<file path="src/rtl/ring_state_seq.sv">
// ---------------------------------------------------------------------------
// ring_state_seq
//   Registered state sequencer for small control FSMs and phase generators.
//   Two modes are supported:
//     * ring mode: a one-hot rotate register.
//     * Johnson mode: a twisted-ring register.
//   Other features:
//     * The state steps toward the MSB or toward the LSB.
//     * Parallel load takes priority over stepping.
//     * A state that is illegal in the current mode is replaced by the mode's
//       home value on the next enabled step. That step raises err and latches
//       err_sticky.
//     * wrap pulses when an enabled step lands on home.
//
// Ports
//   clk        : rising-edge clock
//   rst_n      : asynchronous active-low reset
//   en         : advance one step
//   dir        : 0 = toward MSB (left), 1 = toward LSB (right)
//   mode       : 0 = ring (one-hot), 1 = Johnson
//   load       : parallel load of load_val (priority over en)
//   load_val   : value loaded when load = 1
//   clr_err    : clears err_sticky (a new error on the same edge wins)
//   state      : registered current state
//   next_state : combinational value taken on the next enabled step
//   wrap       : registered pulse, enabled step landed on home
//   err        : registered pulse, illegal state was replaced by home
//   err_sticky : sticky illegal-state flag
// ---------------------------------------------------------------------------
module ring_state_seq #(
  parameter int                 WIDTH     = 3,
  parameter logic [WIDTH-1:0]   RING_HOME = WIDTH'(1)
) (
  input  logic             clk,
  input  logic             rst_n,
  input  logic             en,
  input  logic             dir,
  input  logic             mode,
  input  logic             load,
  input  logic [WIDTH-1:0] load_val,
  input  logic             clr_err,
  output logic [WIDTH-1:0] state,
  output logic [WIDTH-1:0] next_state,
  output logic             wrap,
  output logic             err,
  output logic             err_sticky
);

  logic [WIDTH-1:0] r_state;
  logic             r_wrap;
  logic             r_err;
  logic             r_err_sticky;

  logic [WIDTH-1:0] w_home;
  logic [WIDTH-1:0] w_step;
  logic [WIDTH-1:0] w_next;
  logic             w_legal;
  logic             w_err_set;

  // Number of set bits; a legal ring state has exactly one.
  function automatic int unsigned f_popcount(input logic [WIDTH-1:0] v);
    int unsigned c;
    c = 0;
    for (int i = 0; i < WIDTH; i++) begin
      if (v[i]) c++;
    end
    return c;
  endfunction

  // Number of adjacent bit pairs that differ; a Johnson state has at most one.
  function automatic int unsigned f_transitions(input logic [WIDTH-1:0] v);
    int unsigned c;
    c = 0;
    for (int i = 0; i < WIDTH - 1; i++) begin
      if (v[i] != v[i+1]) c++;
    end
    return c;
  endfunction

  assign w_home  = mode ? '0 : RING_HOME;
  assign w_legal = mode ? (f_transitions(r_state) <= 1) : (f_popcount(r_state) == 1);

  always_comb begin
    w_step = r_state;
    case ({mode, dir})
      2'b00:   w_step = {r_state[WIDTH-2:0], r_state[WIDTH-1]};
      2'b01:   w_step = {r_state[0], r_state[WIDTH-1:1]};
      2'b10:   w_step = {r_state[WIDTH-2:0], ~r_state[WIDTH-1]};
      2'b11:   w_step = {~r_state[0], r_state[WIDTH-1:1]};
      default: w_step = r_state;
    endcase
  end

  // An illegal state never propagates: the step target becomes home.
  assign w_next    = w_legal ? w_step : w_home;
  assign w_err_set = !load && en && !w_legal;

  always_ff @(posedge clk or negedge rst_n) begin
    if (!rst_n) begin
      r_state      <= RING_HOME;
      r_wrap       <= 1'b0;
      r_err        <= 1'b0;
      r_err_sticky <= 1'b0;
    end else begin
      if (load) begin
        r_state <= load_val;
        r_wrap  <= 1'b0;
        r_err   <= 1'b0;
      end else if (en) begin
        r_state <= w_next;
        r_wrap  <= w_legal && (w_next == w_home);
        r_err   <= !w_legal;
      end else begin
        r_wrap  <= 1'b0;
        r_err   <= 1'b0;
      end
      // A new error on this edge overrides a simultaneous clear.
      if (w_err_set)    r_err_sticky <= 1'b1;
      else if (clr_err) r_err_sticky <= 1'b0;
    end
  end

  assign state      = r_state;
  assign next_state = w_next;
  assign wrap       = r_wrap;
  assign err        = r_err;
  assign err_sticky = r_err_sticky;

endmodule

</file>
<file path="config.mk">
export PLATFORM = sky130hd
export DESIGN_NAME = ring_state_seq
export DESIGN_NICKNAME = d
export VERILOG_FILES = /design/src/rtl/ring_state_seq.sv
export SDC_FILE = /design/constraint.sdc
export NUM_CORES = 1
export LEC_CHECK = 0
export ABC_AREA = 1
export CAP_MARGIN = 5
export CORE_AREA = 10 10 47 49
export DETAILED_ROUTE_END_ITERATION = 7
export DIE_AREA = 0 0 57 59
export PLACE_DENSITY_LB_ADDON = 0.15
export SLEW_MARGIN = 20
export SYNTH_ARGS = -nofsm -noshare
export SYNTH_HDL_FRONTEND = slang
export SYNTH_SLANG_ARGS = --single-unit
export TNS_END_PERCENT = 50
</file>
<file path="constraint.sdc">
create_clock -name clk -period 1.9 [get_ports clk]
set_input_delay 0.38 -clock clk [delete_from_list [all_inputs] [get_ports clk]]
set_output_delay 0.38 -clock clk [all_outputs]
set_load 0.1 [all_outputs]
</file>
Word level (Yosys, flattened, before mapping)
Cells that the tools add are included.
{"block": "word_totals", "n_memories": 0, "in_bits": 10, "ff_bits": 6, "rom_bits": 0, "ramBits": 0, "wordCells": 42, "out_inout_bits": 9, "latchBits": 0}
{"block": "classes", "n_addsub": 3, "div": 0, "n_shift": 0, "eq_ne": 7, "n_bitwise": 2, "mul": 0, "order_cmp": 1, "n_reduce_logical": 8, "muxes": 17}
{"cell": "$add A32 B1 Y32 const B", "count": 3}
{"cell": "$mux W32", "count": 3}
{"cell": "$eq A32 B1 Y1 const B", "count": 1}
{"cell": "$le A32 B1 Y1 const B", "count": 1}
{"cell": "$pmux W3 S4", "count": 1}
{"cell": "$mux W1", "count": 10}
{"cell": "$mux W3", "count": 3}
{"cell": "$eq A2 B2 Y1 const B", "count": 2}
{"cell": "$reduce_bool A2 Y1", "count": 2}
{"cell": "$eq A3 B1 Y1", "count": 1}
{"cell": "$logic_and A1 B1 Y1", "count": 3}
{"cell": "$eq A2 B1 Y1 const B", "count": 1}
{"cell": "$logic_not A1 Y1", "count": 2}
{"cell": "$logic_not A2 Y1", "count": 1}
{"cell": "$ne A1 B1 Y1", "count": 2}
{"cell": "$not A1 Y1", "count": 2}

Longest topological paths before layout
Gate-level depths: netlist of the first run.
{"block": "depth", "ltp_word": 12, "mapped_depth": 9, "mapped_depth_nobuf": 9}

Worst setup path before layout of the first run
OpenSTA, ideal clock, no wires.
{"block": "synth_path", "path_type": "reg-to-output", "startpoint": "register r_state[1] (netlist: state[1])", "endpoint": "output port next_state[2]", "arrival_time_ns": 2.654, "slack_ns": -1.134, "path_buffers": 0, "required_time_ns": 1.520, "path_stages_with_launch": 8, "cell_sequence": "dfrtp_1 -> inv_1 -> ha_1 -> inv_1 -> nand3_1 -> nand3_2 -> nand2_2 -> a21oi_2"}
{"block": "synth_via", "elab_chain_cells": 7, "elab_cells_between_ends": 13, "cone_classes": "2 x add/sub; 1 x order compare; 3 x eq/ne; 7 x mux"}
{"element": "from (decl)", "line": "49", "rtl": "logic [WIDTH-1:0] r_state;"}
{"element": "from (signal assigned)", "line": "106", "rtl": "r_state <= load_val;"}
{"element": "from (signal assigned)", "line": "110", "rtl": "r_state <= w_next;"}
{"element": "$ne A1 B1 Y1", "line": "75", "rtl": "if (v[i] != v[i+1]) c++;"}
{"element": "$mux W1", "line": "75"}
{"element": "$add A32 B1 Y32", "line": "75"}
{"element": "$mux W32", "line": "75"}
{"element": "$le A32 B1 Y1", "line": "81", "rtl": "assign w_legal = mode ? (f_transitions(r_state) <= 1) : (f_popcount(r_state) == 1);"}
{"element": "$mux W1", "line": "81"}
{"element": "$mux W3 (*)", "line": "95", "rtl": "assign w_next = w_legal ? w_step : w_home;"}
{"element": "to (decl)", "line": "43", "rtl": "output logic [WIDTH-1:0] next_state,"}
Every way passes the cells marked *; elsewhere a longest branch is shown, timed or not.

Final worst setup path of the first run
{"block": "layout_path", "startpoint": "register r_state[0] (netlist: state[0])", "endpoint": "output port next_state[2]"}
{"block": "layout_via", "elab_chain_cells": 8, "elab_cells_between_ends": 15, "cone_classes": "3 x add/sub; 1 x order compare; 2 x eq/ne; 8 x mux; 1 x bitwise"}
{"element": "$mux W1", "line": "65", "rtl": "if (v[i]) c++;"}
{"element": "$add A32 B1 Y32", "line": "65"}
{"element": "$mux W32", "line": "65"}
{"element": "$add A32 B1 Y32", "line": "65"}
{"element": "$mux W32", "line": "65"}
{"element": "$eq A32 B1 Y1", "line": "81"}
{"element": "$mux W1", "line": "81"}
{"element": "$mux W3 (*)", "line": "95"}
Marks and branches as above.

==> summary.md, run 1 <==
| Metric | Value |
|---|---|
| Clk pin slew, worst setup/hold paths | `0.06 ns` |
| F_max | `455 MHz` |
| GRT Resource Usage Total | `7.62%` |
| N_diodes | `0` |
| Via density per instance | `4.61` |
| Post-DRT Antenna Nets | `0` |
| Crit path cell chain | `inv_4, ha_4, nand3_2, nand3_4, nand2_4, a21oi_4, buf_12` |
| Failing checks | `negative setup slack` |
| TritonCTS clock tree | `done` |
| Row count | `14` |
| Pin count of the biggest net entering global routing | `9` |
| CTS Buf Count | `3` |
| First-pass GRT wire length | `2080 um` |
| Post-cts resize count | `0` |
| Pwr dens | `925 nW/um^2` |
| Net Sw Power | `between 0.3 and 0.4 mW` |
| Logic pwr share | `61.5%` |
| Post-Syn Instances | `63` |
| Yosys cell types | `18` |
| Placed insts | `104` |
| Clock skew | `0.0112 ns` |
| Clk Latency, worst-skew pair | `approximately 0.26 ns` |
| Synth area leaders | `dfrtp_1 29%, nand2_1 16%, inv_1 10%` |
| Max Cap Viol | `0` |
| Met2 Use GR | `13.8%` |
| Final Cell Area | `roughly 840 um^2` |
| Syn Area/Cell | `6.87 um^2` |
| Dominant cell type by area after synthesis | `dfrtp_1` |
| Placed Area | `805 um^2` |
| Worst-Margin Slew | `0.280 ns` |
| Yosys Warn Count | `0` |
| Cts hold-fix bufs | `0` |
| Hold Fails Final Rpt | `0` |
| Final std cells w/o fill | `109` |
| Critical Path RT | `approximately 1.5 ns` |
| Max VDD drop | `between 500 and 600 uV` |
| Initial Util | `30.9%` |
| Drt initial violations | `10` |
| Sequential area share after synthesis | `35.0%` |
| Core ar. | `1400 um^2` |
| EDFF count, synth | `0` |
| Total congestion overflow | `0` |
| Setup TNS | `-0.788 ns` |
| Final #Nets | `106` |
| Max incr delay on CP | `0.63 ns` |
| Clock period minus worst slack | `about 2.2 ns` |
| Number of global-route vias before repair | `521` |
| Met1 Usage GRT | `approximately 7%` |
| Flops & latches, synth | `6` |
| Routability cong. | `between 0.7 and 0.8` |
| Count of final max-slew check failures | `0` |
| Async SR Flop Fraction | `100%` |
| DRC | `0` |
| GRT busiest layer | `met2` |
| Wirelength, routed | `1250 um` |
| Clock Tree Root | `clkbuf_4` |
| Port buffer count | `18` |
| Area Growth Syn to Fin | `93.6%` |
| Htree depth | `1` |
| Worst Path Max Fanout | `3` |
| Die height | `around 60 um` |
| Clk buf depth | `2` |
| Post-Syn Area | `around 430 um^2` |
| Final setup violation count | `3` |
| Seq pwr share | `between 20% and 30%` |
| RSZ-0062 raised after global routing | `true` |
| Die ar. | `3360 um^2` |
| Met3 usage | `1.93%` |
| Sw Ratio | `between 40% and 50%` |
| Die X | `57 um` |
| Layout filler cell count | `131` |
| Final period util | `116%` |
| Clock power frac | `17.6%` |
| Critical path class | `flip-flop to output pin` |
| Via count | `502` |
| Placed wire-length estimate | `roughly 1100 um` |
| Hold Crit Class | `primary input to async pin` |
| Yosys top cell area share | `between 20% and 30%` |
| Routed WL per cell | `11.4 um` |
| Ys flop type | `dfrtp_1` |
| Initial antenna violation count | `0` |
| P_leak | `0.416 nW` |
| Status | `finished, violations left` |
| I/O Pins | `19` |
| Worst path slowest cell | `dfstp_4` |
| Post-synth top cells | `19 x nand2_1, 12 x inv_1, 6 x nand3_1, 6 x nor2_1, 5 x dfrtp_1` |
| Most common cell in the netlist | `nand2_1` |
| Final setup margin | `-0.299 ns` |
| Ratio of cells with drive above 1 in the final layout | `a little over a third` |
| P_int | `just over 0.4 mW` |
| Synthesized netlist net count | `75` |
| Critical path endpoint category | `output pin` |
| Startpoint Class | `flip-flop` |
| TritonRoute pass-1 iters | `3` |
| Worst slew margin | `81.5%` |
| Crit path DAT | `1.82 ns` |
| CTS sink cnt | `6` |
==> metrics by stage <==
stage	setup WS (ns)	hold WS [ns]	power, mW	util [%]
2_1_floorplan	-0.449	0.0844	0.466	-
6_report	-0.299	0.349	0.775	59.8
4_1_cts	-0.319	0.351	0.785	59.8
3_3_place_gp	-0.0838	0.514	0.639	57.4
3_5_place_dp	-0.117	0.526	0.641	57.4
5_1_grt	-0.360	0.361	0.814	59.8
==> timing repair <==
item,CTS,global route
buffers inserted,1,0
endpoints found under the setup margin,3,3
pin swaps,2,0
==> layout make-up <==
cell class / instances / area, um^2 / area share [%]
Clock buffer: 4 / 26.3 / 3.13
Inverter: 12 / 47.5 / 5.67
Multi-Input combinational cell: 45 / 292 / 34.8
Sequential cell: 6 / 160 / 19.1
Tap cell: 16 / 20.0 / 2.39
Timing Repair Buffer: 26 / 293 / 34.9
==> path summary, 6_finish.rpt <==
| kind | from | to | slack (ns) | cells after the start |
|---|---|---|---|---|
| min in group clk | err_sticky$_DFFE_PN0P_ | err_sticky$_DFFE_PN0P_ | 0.53 | 2 |
| worst max-delay path | state[0]$_DFFE_PN1P_ | next_state[2] | -0.30 | 7 |
| worst min register to register | err_sticky$_DFFE_PN0P_ | err_sticky$_DFFE_PN0P_ | 0.53 | 2 |
| max in group asynchronous | rst_n | state[0]$_DFFE_PN1P_ | 1.29 | 1 |
| worst max register to register | state[0]$_DFFE_PN1P_ | wrap$_DFF_PN0_ | 0.21 | 6 |
| worst min-delay path | rst_n | state[1]$_DFFE_PN0P_ | 0.35 | 1 |
==> routing by layer <==
layer	vias to the layer above	part of all wire, %
met5	-	0
met2	12	53
met3	2	5.3
met1	228	40
met4	0	1.5
li1	260	-
==> sequential cells by signal, summed over array words and instances, names as in the netlist <==
| name | cells |
|---|---|
| wrap | 1 |
| err_sticky | 1 |
| err | 1 |
| state | 3 |
==> critical path, delay by kind of cell, from the launching register on <==
family / cells / cell delay [ns]
AND/OR/NAND/NOR: 3 / 0.26
AO/OA/AOI/OAI: 1 / 0.16
adder cells (fa/ha/maj): 1 / 0.27
flip-flops: 1 / 0.63
buffers and inverters: 2 / 0.23
==> cells by family (layout without fill, tap and decap cells) <==
| logic type | Yosys count | in the layout | share of synthesized area (%) |
|---|---|---|---|
| AOI/OAI and AO/OA | 7 | 7 | 12.1 |
| adders and majority gates | 2 | 2 | 5.78 |
| buffers and inverters | 12 | 42 | 10.4 |
| and+or+nand+nor | 36 | 36 | 36.7 |
| DFF | 6 | 6 | 35.0 |
==> power by group through the flow <==
| stage | logic (mW) | clock network (mW) | registers [mW] |
|---|---|---|---|
| final | 0.477 | 0.136 | 0.162 |
| after global routing | 0.503 | 0.148 | 0.164 |
| after CTS | 0.482 | 0.141 | 0.162 |
| after detailed placement | 0.477 | 0 | 0.164 |
| after global placement | 0.476 | 0 | 0.164 |
| after floorplan | 0.206 | 0 | 0.260 |
==> placed cells by master, fill, tap and decap left out, types with 2 or more instances in the layout <==
master / n
nor2_1: 6
nand3_2: 2
clkbuf_4: 3
dfrtp_1: 3
inv_1: 10
nand2_1: 19
buf_4: 11
clkdlybuf4s50_1: 9
nand3_1: 4
buf_12: 6
a22oi_1: 2
No activity file was read; power rests on OpenSTA's default activity.
==> run 2: changes to the inputs <==
PLACE_DENSITY_LB_ADDON = 0.3   (was 0.15)
==> run 2 against run 1 <==
Compared with the run above:
- the flow still finishes with violations (negative setup slack)
- die area is the same
- critical path depth rose by 1
- clock power is 8% lower
- largest cell class unchanged
- largest power group unchanged
- highest routed layer is now met3
==> summary.md, run 2 (same netlist as run 1, synthesis figures left out) <==
| Metric | Value |
|---|---|
| Status | `finished, violations left` |
| Failing checks | `negative setup slack` |
| Worst path slowest cell | `dfstp_4` |
| Critical Path RT | `1.52 ns` |
| Final Power | `0.803 mW` |
| Most common cell after layout, fill and taps aside | `nand2_1` |
| Seq pwr share | `20.1%` |
| GRT busiest layer | `met2` |
| Startpoint Class | `flip-flop` |
| Placed wire-length estimate | `1060 um` |
| Most frequent cells in the layout | `19 x nand2_1, 10 x buf_4, 9 x inv_1, 9 x clkdlybuf4s50_1` |
| Critical path class | `flip-flop to output pin` |
| Die X | `57 um` |
| Max Cap Viol | `0` |
| Critical path endpoint category | `output pin` |
| P_int | `0.427 mW` |
| Max VDD drop | `787 uV` |
| Clk Latency, worst-skew pair | `0.24 ns` |
| Worst-Margin Slew | `0.264 ns` |
| Flop-to-flop setup slack | `0.03 ns` |
| Ratio of cells with drive above 1 in the final layout | `40.0%` |
| GRT Resource Usage Total | `7.89%` |
| Port buffer count | `18` |
| P_leak | `0.429 nW` |
| I/O Pins | `19` |
| Clk buf depth | `2` |
| Max incr delay on CP | `0.62 ns` |
| Hold Crit Class | `primary input to async pin` |
| Final Cell Area | `881 um^2` |
| Post-DRT Antenna Nets | `0` |
| Crit path DAT | `1.81 ns` |
| Crit path cell chain | `inv_4, ha_4, inv_2, nand3_2, nand3_4, nand2_4, a21oi_4, buf_12` |
| DRC | `0` |
| Die height | `59 um` |
| Clock power frac | `15.5%` |
| Pwr dens | `between 900 and 1000 nW/um^2` |
| Via density per instance | `about 4.6` |
| Final period util | `115%` |
| Final cell utilization of the core | `62.9%` |
| Net Sw Power | `around 0.38 mW` |
| R2r endpoint | `wrap$_DFF_PN0_` |
| Htree depth | `1` |
| First-pass GRT wire length | `2190 um` |
| Setup crit start | `state[0]$_DFFE_PN1P_` |
| Final setup margin | `-0.293 ns` |
| CTS sink cnt | `6` |
| Count of final max-slew check failures | `0` |
| Post-Place Worst Slack | `-0.100 ns` |
| Number of global-route vias before repair | `between 500 and 600` |
| Met3 usage | `3.86%` |
| CP top delay family | `flip-flops` |
| Worst slew margin | `82.3%` |
| Met1 Usage GRT | `8.01%` |
| Placed Area | `812 um^2` |
| TritonCTS clock tree | `done` |
| Clk pin slew, worst setup/hold paths | `0.05 ns` |
| Critical path depth in cells | `8` |
| Worst setup endpoint | `next_state[2]` |
| Total congestion overflow | `0` |
| Setup TNS | `-0.809 ns` |
| Die ar. | `between 3000 and 4000 um^2` |
| Worst r2r path cells | `12` |
| Clock skew | `0.00459 ns` |
| Final std cells w/o fill | `111` |
| Clock period minus worst slack | `2.19 ns` |
| TritonRoute pass-1 iters | `4` |
| Pin count of the biggest net entering global routing | `9` |
| Met2 Use GR | `14.1%` |
| Routed WL per cell | `12.3 um` |
| R2r startpoint | `state[0]$_DFFE_PN1P_` |
| Final #Nets | `108` |
| Via count | `509` |
| Clock Tree Root | `clkbuf_4` |
| Initial antenna violation count | `0` |
| RSZ-0062 raised after global routing | `true` |
| Hold Fails Final Rpt | `0` |
| Initial Util | `between 30% and 40%` |
| Cts hold-fix bufs | `0` |
| CTS Buf Count | `3` |
| Core ar. | `1400 um^2` |
| Drt initial violations | `11` |
| Logic pwr share | `64.3%` |
| Final setup violation count | `3` |
| Area Growth Syn to Fin | `103%` |
| Sw Ratio | `46.9%` |
| WP buf/inv | `3` |
| F_max | `456 MHz` |
| Row count | `14` |
| Placed insts | `105` |
| Number of flip-flops in the largest register | `3` |
| Routability cong. | `0.728` |
| Wirelength, routed | `1360 um` |
| Hold WS | `about 0.38 ns` |
| Worst Path Max Fanout | `3` |
| N_diodes | `0` |
-- run 2: cell types whose count changed in the layout (fill, tap and decap cells not counted) --
cell / change
o21ai_0: -1
buf_6: +3
a21oi_1: -1
buf_4: -1
inv_2: +1
o21ai_1: +1
nand3_4: +1
a21oi_2: +1
nand3_1: -1
inv_1: -1
-- run 2: power by group through the flow --
stage,Sequential (mW),Clock [mW],Combinational (mW)
floorplan,0.260,0,0.206
global placement,0.163,0,0.478
detailed placement,0.163,0,0.481
CTS,0.161,0.127,0.496
global route,0.164,0.138,0.543
finish,0.162,0.125,0.517
-- run 2: final cells by class --
cell class | count | area (um^2)
flip-flops and latches | 6 | 160
clock buffers | 4 | 26.3
inverters | 12 | 47.5
repair buffers | 28 | 319
multi-input cells | 45 | 308
well taps | 16 | 20.0
fillers | 125 | 520
-- run 2: how the worst min path moves through the flow --
| stage | from | to | slack [ns] | cells after the start |
|---|---|---|---|---|
| 2_1_floorplan | rst_n | err$_DFF_PN0_ | 0.08 | 0 |
| 3_3_place_gp | err_sticky$_DFFE_PN0P_ | err_sticky$_DFFE_PN0P_ | 0.51 | 2 |
| 3_5_place_dp | err_sticky$_DFFE_PN0P_ | err_sticky$_DFFE_PN0P_ | 0.53 | 2 |
| 4_1_cts | rst_n | state[1]$_DFFE_PN0P_ | 0.38 | 1 |
| 5_1_grt | rst_n | state[1]$_DFFE_PN0P_ | 0.40 | 1 |
| 6_report | rst_n | state[1]$_DFFE_PN0P_ | 0.38 | 1 |
-- run 2: what timing repair did --
item,in CTS,in global routing
cloned,0,0
setup endpoints to repair,3,4
resized for setup,1,7
pin swaps,2,0
setup buffers,1,1
-- run 2: layer usage --
layer | share of wire [%] | up-vias
met1 | 37 | 228
met5 | 0 | -
li1 | - | 265
met3 | 8.7 | 0
met4 | 0 | 0
met2 | 54 | 16
==> run 3: changes to the inputs <==
SKIP_CTS_REPAIR_TIMING = 1   (was default)
==> run 3 against run 2 <==
Compared with the run above:
- the run still ends with negative setup slack left
- worst setup slack about the same
- combinational power down 4.6%
- die area unchanged
- non-clock buffer count down 1
- sequential cell count unchanged
- first-iteration DRC count up 27%
- power down 2.9%
- count of clock-buffer cells in the layout unchanged
- global-route usage down 0.35 points
- cell count down 0.90%
- critical path depth unchanged
- sequential power about the same
- highest routed layer unchanged
==> summary.md, run 3 (same netlist as run 1, synthesis figures left out) <==
| Metric | Value |
|---|---|
| Worst slew margin | `82.1%` |
| Max Cap Viol | `0` |
| Crit path DAT | `roughly 1.8 ns` |
| Routed WL per cell | `11.8 um` |
| Most frequent cells in the layout | `19 x nand2_1, 12 x buf_4, 10 x inv_1` |
| Clock period minus worst slack | `between 2 and 2.5 ns` |
| Hold Crit Class | `primary input to async pin` |
| Routability cong. | `0.728` |
| Drt initial violations | `14` |
| Via count | `503` |
| P_leak | `0.421 nW` |
| Final cell utilization of the core | `60.9%` |
| Clk pin slew, worst setup/hold paths | `0.05 ns` |
| N_diodes | `0` |
| TritonRoute pass-1 iters | `4` |
| Clock skew | `0.00464 ns` |
| Critical path endpoint category | `output pin` |
| Most common cell after layout, fill and taps aside | `nand2_1` |
| Final setup margin | `-0.293 ns` |
| Post-DRT Antenna Nets | `0` |
| Htree depth | `1` |
| Layout filler cell count | `131` |
| Die height | `59 um` |
| Final #Nets | `about 110` |
| Worst path slowest cell | `dfstp_4` |
| Critical path class | `flip-flop to output pin` |
| Failing checks | `negative setup slack` |
| Number of global-route vias before repair | `roughly 490` |
| Core ar. | `1400 um^2` |
| Max VDD drop | `777 uV` |
| Number of flip-flops in the largest register | `3` |
| CP top delay family | `flip-flops` |
| Post-Place Worst Slack | `-0.100 ns` |
| Pwr dens | `roughly 900 nW/um^2` |
| Wirelength, routed | `1300 um` |
| CTS sink cnt | `6` |
| Count of final max-slew check failures | `0` |
| Row count | `14` |
| Hold Fails Final Rpt | `0` |
| Port buffer count | `18` |
| Placed wire-length estimate | `1060 um` |
| I/O Pins | `19` |
| Max incr delay on CP | `approximately 0.62 ns` |
| Flop-to-flop setup slack | `0.08 ns` |
| Die ar. | `3360 um^2` |
| Via density per instance | `4.57` |
| RSZ-0062 raised after global routing | `true` |
| Initial antenna violation count | `0` |
| Startpoint Class | `flip-flop` |
| Final setup violation count | `3` |
| Total congestion overflow | `0` |
| Final Power | `0.780 mW` |
| Worst-Margin Slew | `between 0.2 and 0.3 ns` |
| GRT Resource Usage Total | `7.54%` |
| Critical Path RT | `around 1.5 ns` |
| Worst Path Max Fanout | `3` |
| Initial Util | `30.9%` |
| Clk buf depth | `2` |
| Clock Tree Root | `clkbuf_4` |
| Clk Latency, worst-skew pair | `around 0.24 ns` |
| WP buf/inv | `3` |
| Ratio of cells with drive above 1 in the final layout | `36.2%` |
| F_max | `between 400 and 500 MHz` |
| Area Growth Syn to Fin | `97.1%` |
| CTS Buf Count | `3` |
| Final period util | `115%` |
| First-pass GRT wire length | `2110 um` |
| TritonCTS clock tree | `done` |
| Pin count of the biggest net entering global routing | `9` |
| DRC | `0` |
| Status | `finished, violations left` |
| Die X | `57 um` |
| Crit path cell chain | `inv_4, ha_4, inv_2, nand3_2, nand3_4, nand2_4, a21oi_4, buf_12` |
[run 3: cell types whose count changed in the layout (fill, tap and decap cells not counted)]
cell | previous run | this run
buf_6 | 3 | 0
a21oi_1 | 0 | 1
inv_1 | 9 | 10
o21ai_1 | 1 | 0
a21oi_2 | 1 | 0
inv_2 | 2 | 1
nand3_1 | 3 | 4
nand3_2 | 2 | 1
buf_4 | 10 | 12
o21ai_0 | 0 | 1
[run 3: where the power goes]
group,leakage (nW),total [mW],switching (mW),internal [mW]
clock,0.0150,0.125,0.0451,0.0795
sequential,0.0739,0.162,0.0149,0.147
combinational,0.333,0.493,0.308,0.185
[run 3: final timing paths]
check / cells after the start / end / start
max in group asynchronous: 1 / state[0]$_DFFE_PN1P_ / rst_n
max reg2reg: 11 / wrap$_DFF_PN0_ / state[0]$_DFFE_PN1P_
min in group clk: 2 / err_sticky$_DFFE_PN0P_ / err_sticky$_DFFE_PN0P_
min: 1 / state[1]$_DFFE_PN0P_ / rst_n
max: 8 / next_state[2] / state[0]$_DFFE_PN1P_
min reg2reg: 2 / err_sticky$_DFFE_PN0P_ / err_sticky$_DFFE_PN0P_
[run 3: area by class of cell]
| class | count | area, um^2 | share of cell area, % |
|---|---|---|---|
| Multi-Input combinational cell | 45 | 299 | 35.0 |
| Inverter | 12 | 47.5 | 5.57 |
| Clock buffer | 4 | 26.3 | 3.08 |
| Sequential cell | 6 | 160 | 18.8 |
| Tap cell | 16 | 20.0 | 2.35 |
| Timing Repair Buffer | 27 | 300 | 35.2 |
[run 3: worst reg2reg max path: stages (launching register included)]
cell and delay, ns:
dfstp_4 0.62, inv_4 0.04, ha_4 0.23, inv_2 0.05
nand3_2 0.08, nand3_4 0.12, nand2_4 0.08, buf_4 0.14
buf_4 0.12, inv_1 0.04, nand3_1 0.05, a21oi_1 0.15
[run 3: layer usage]
metal	vias to the layer above	track usage, %	share of wire, %
met1	230	8.01	38
li1	262	-	-
met5	-	0	0
met2	11	12.9	54
met4	0	2.01	0
met3	0	3.86	7.9
[run 3: metrics by stage]
stage	setup TNS, ns	instances	instance area (um^2)	hold slack, ns
floorplan	-2.41	63	499	0.0844
global placement	-0.200	105	812	0.515
detailed placement	-0.245	105	812	0.527
CTS	-0.883	109	838	0.382
global route	-1.04	110	853	0.396
finish	-0.811	110	853	0.378
==> variant, RTL diff (config.mk and constraints of run 2) <==
Set the parameter `WIDTH` to 2 (it was 3).
--- a/src/rtl/ring_state_seq.sv
+++ b/src/rtl/ring_state_seq.sv
@@ -28,7 +28,7 @@
 //   err_sticky : sticky illegal-state flag
 // ---------------------------------------------------------------------------
 module ring_state_seq #(
-  parameter int                 WIDTH     = 3,
+  parameter int                 WIDTH     = 2,
   parameter logic [WIDTH-1:0]   RING_HOME = WIDTH'(1)
 ) (
   input  logic             clk,
Interface: changed (resized load_val, next_state and state); port bits go from 19 to 16. No check against the original RTL was run, so the function may have changed too.
==> variant against run 2 <==
Combinational power is 54% lower; count of clock-buffer cells in the layout did not move; sequential cell count down 1; clock power is 3% lower; maximum frequency increased by 23%; non-clock buffer count fell by 12; first-iteration DRC count shrank 82%; cell area decreased by 38%; worst setup slack gained 0.41 ns; largest cell class unchanged; total power decreased by 39%; area after synthesis decreased by 33%; wire length is 40% lower; via count decreased by 38%; core utilization shrank 24 points.
==> variant: results (changes against run 2) <==
| Metric | Value |
|---|---|
| CP delay by family, top | flip-flops |
| Clk_lat worst skew | 0.24 ns (about the same) |
| DRT Wirelength | 812 um (-40%) |
| Peak supply drop | 0.465 mV (-41%) |
| Root Buffer | clkbuf_4 |
| CTS H-tree lvls | 1 (unchanged) |
| Synth cell types | 14 (-4) |
| Worst path max stage delay | 0.66 ns (+0.04 ns) |
| Slowest CP cell | dfstp_4 |
| Flip-flop count of the largest register after layout | 2 (-1) |
| PortBufs | 15 (-3) |
| Routability congestion estimate | 0.722 (-0.85%) |
| LEAKAGE | 0.278 nW (-35%) |
| Critical path arrival | 1.41 ns (-0.40 ns) |
| Fill cells | 161 (+29%) |
| Top fanout value on the critical path | 6 (+3) |
| Tot GR Track Use | 5.63% (-2.3 points) |
| Combinational power share | 48.5% (-16 points) |
| Area after DPL | 510 um2 (-37%) |
| Final clock skew | 0.000379 ns (-0.00421 ns) |
| Detailed placement HPWL | 666 um (-37%) |
| Clk pwr share | 24.5% (+9.0 points) |
| Number of global-route vias before repair | 351 (-31%) |
| Register area share after synthesis | 43.3% (+8.4 points) |
| Power Total | 0.494 mW (-39%) |
| Drt pass-1 iters | 2 (-2) |
| Synth Net Count | 48 (-36%) |
| Vias per cell | 4.21 (-8.1%) |
| First-pass GRT wire length | 1480 um (-33%) |
| Final #Nets | 69 (-36%) |
| Worst slew margin | 81.5% (-0.81 points) |
| Multi-input combinational cell area | 141 um2 (-54%) |
| Iter 0 DRT Violations | 2 (-9) |
| Outcome | finished, final reports clean |
| Net Sw Power | 0.213 mW (-43%) |
| Synth cell count leaders | 11 x nand2_1, 7 x inv_1, 4 x dfrtp_1, 3 x nand2_2, 3 x nand3_1 |
| Pin count of the biggest net entering global routing | 7 (-2) |
| Fraction of layout cells with a size suffix above 1 | 37.3% (-2.7 points) |
| Cells on worst reg2reg path | 6 (-6) |
| Top area cells in the synthesized netlist | dfrtp_1 34%, nand2_1 14%, dfstp_2 9.0% |
variant: cell types whose count changed in the layout (fill, tap and decap cells not counted), sizes merged, moves of 2 or more:
cell / change
inv: -5
nand2: -6
ha: -2
nor2: -4
nand3: -3
clkdlybuf4s50: -3
dlymetal6s2s: +2
buf: -11
variant: final timing paths:
path	from	slack, ns	to
max in group asynchronous	rst_n	1.29	state[0]$_DFFE_PN1P_
worst max-delay path	state[0]$_DFFE_PN1P_	0.11	next_state[0]
worst max register to register	state[0]$_DFFE_PN1P_	0.75	state[0]$_DFFE_PN1P_
min in group clk	dir	0.48	wrap$_DFF_PN0_
worst min-delay path	rst_n	0.36	err$_DFF_PN0_
worst min register to register	err_sticky$_DFFE_PN0P_	0.55	err_sticky$_DFFE_PN0P_
variant: metal layers:
layer	share of wire [%]	GRT usage (%)	up-vias
li1	-	-	163
met1	37	4.66	140
met2	49	9.46	13
met3	15	6.44	0
met4	0	0	0
met5	0	0	-
variant: cell type report:
| type | count | area share [%] |
|---|---|---|
| clock buffer | 4 | 4.79 |
| inverter | 8 | 6.16 |
| tap | 16 | 3.65 |
| sequential | 5 | 24.0 |
| timing repair buffer | 16 | 35.6 |
| multi-input combinational | 26 | 25.8 |
variant: stage by stage:
stage                     hold slack (ns)  setup slack, ns  instances
after floorplan                    0.0844           0.0238         39
after global placement              0.523           0.0215         71
after detailed placement            0.535        -0.000733         71
after CTS                           0.362          0.00748         75
after global routing                0.368           0.0399         75
final                               0.360            0.113         75
variant: cell families after synthesis:
kind of cell	after synthesis	share of synthesized area, %
AO/OA/AOI/OAI	5	10.7
AND/OR/NAND/NOR	21	35.6
buffers and inverters	8	10.3
flip-flops	5	43.4
variant: repair_timing:
item / in CTS / in global routing
pin swaps: 2 / 0
setup buffers: 0 / 0
setup endpoints to repair: 1 / 1
resized for setup: 1 / 3
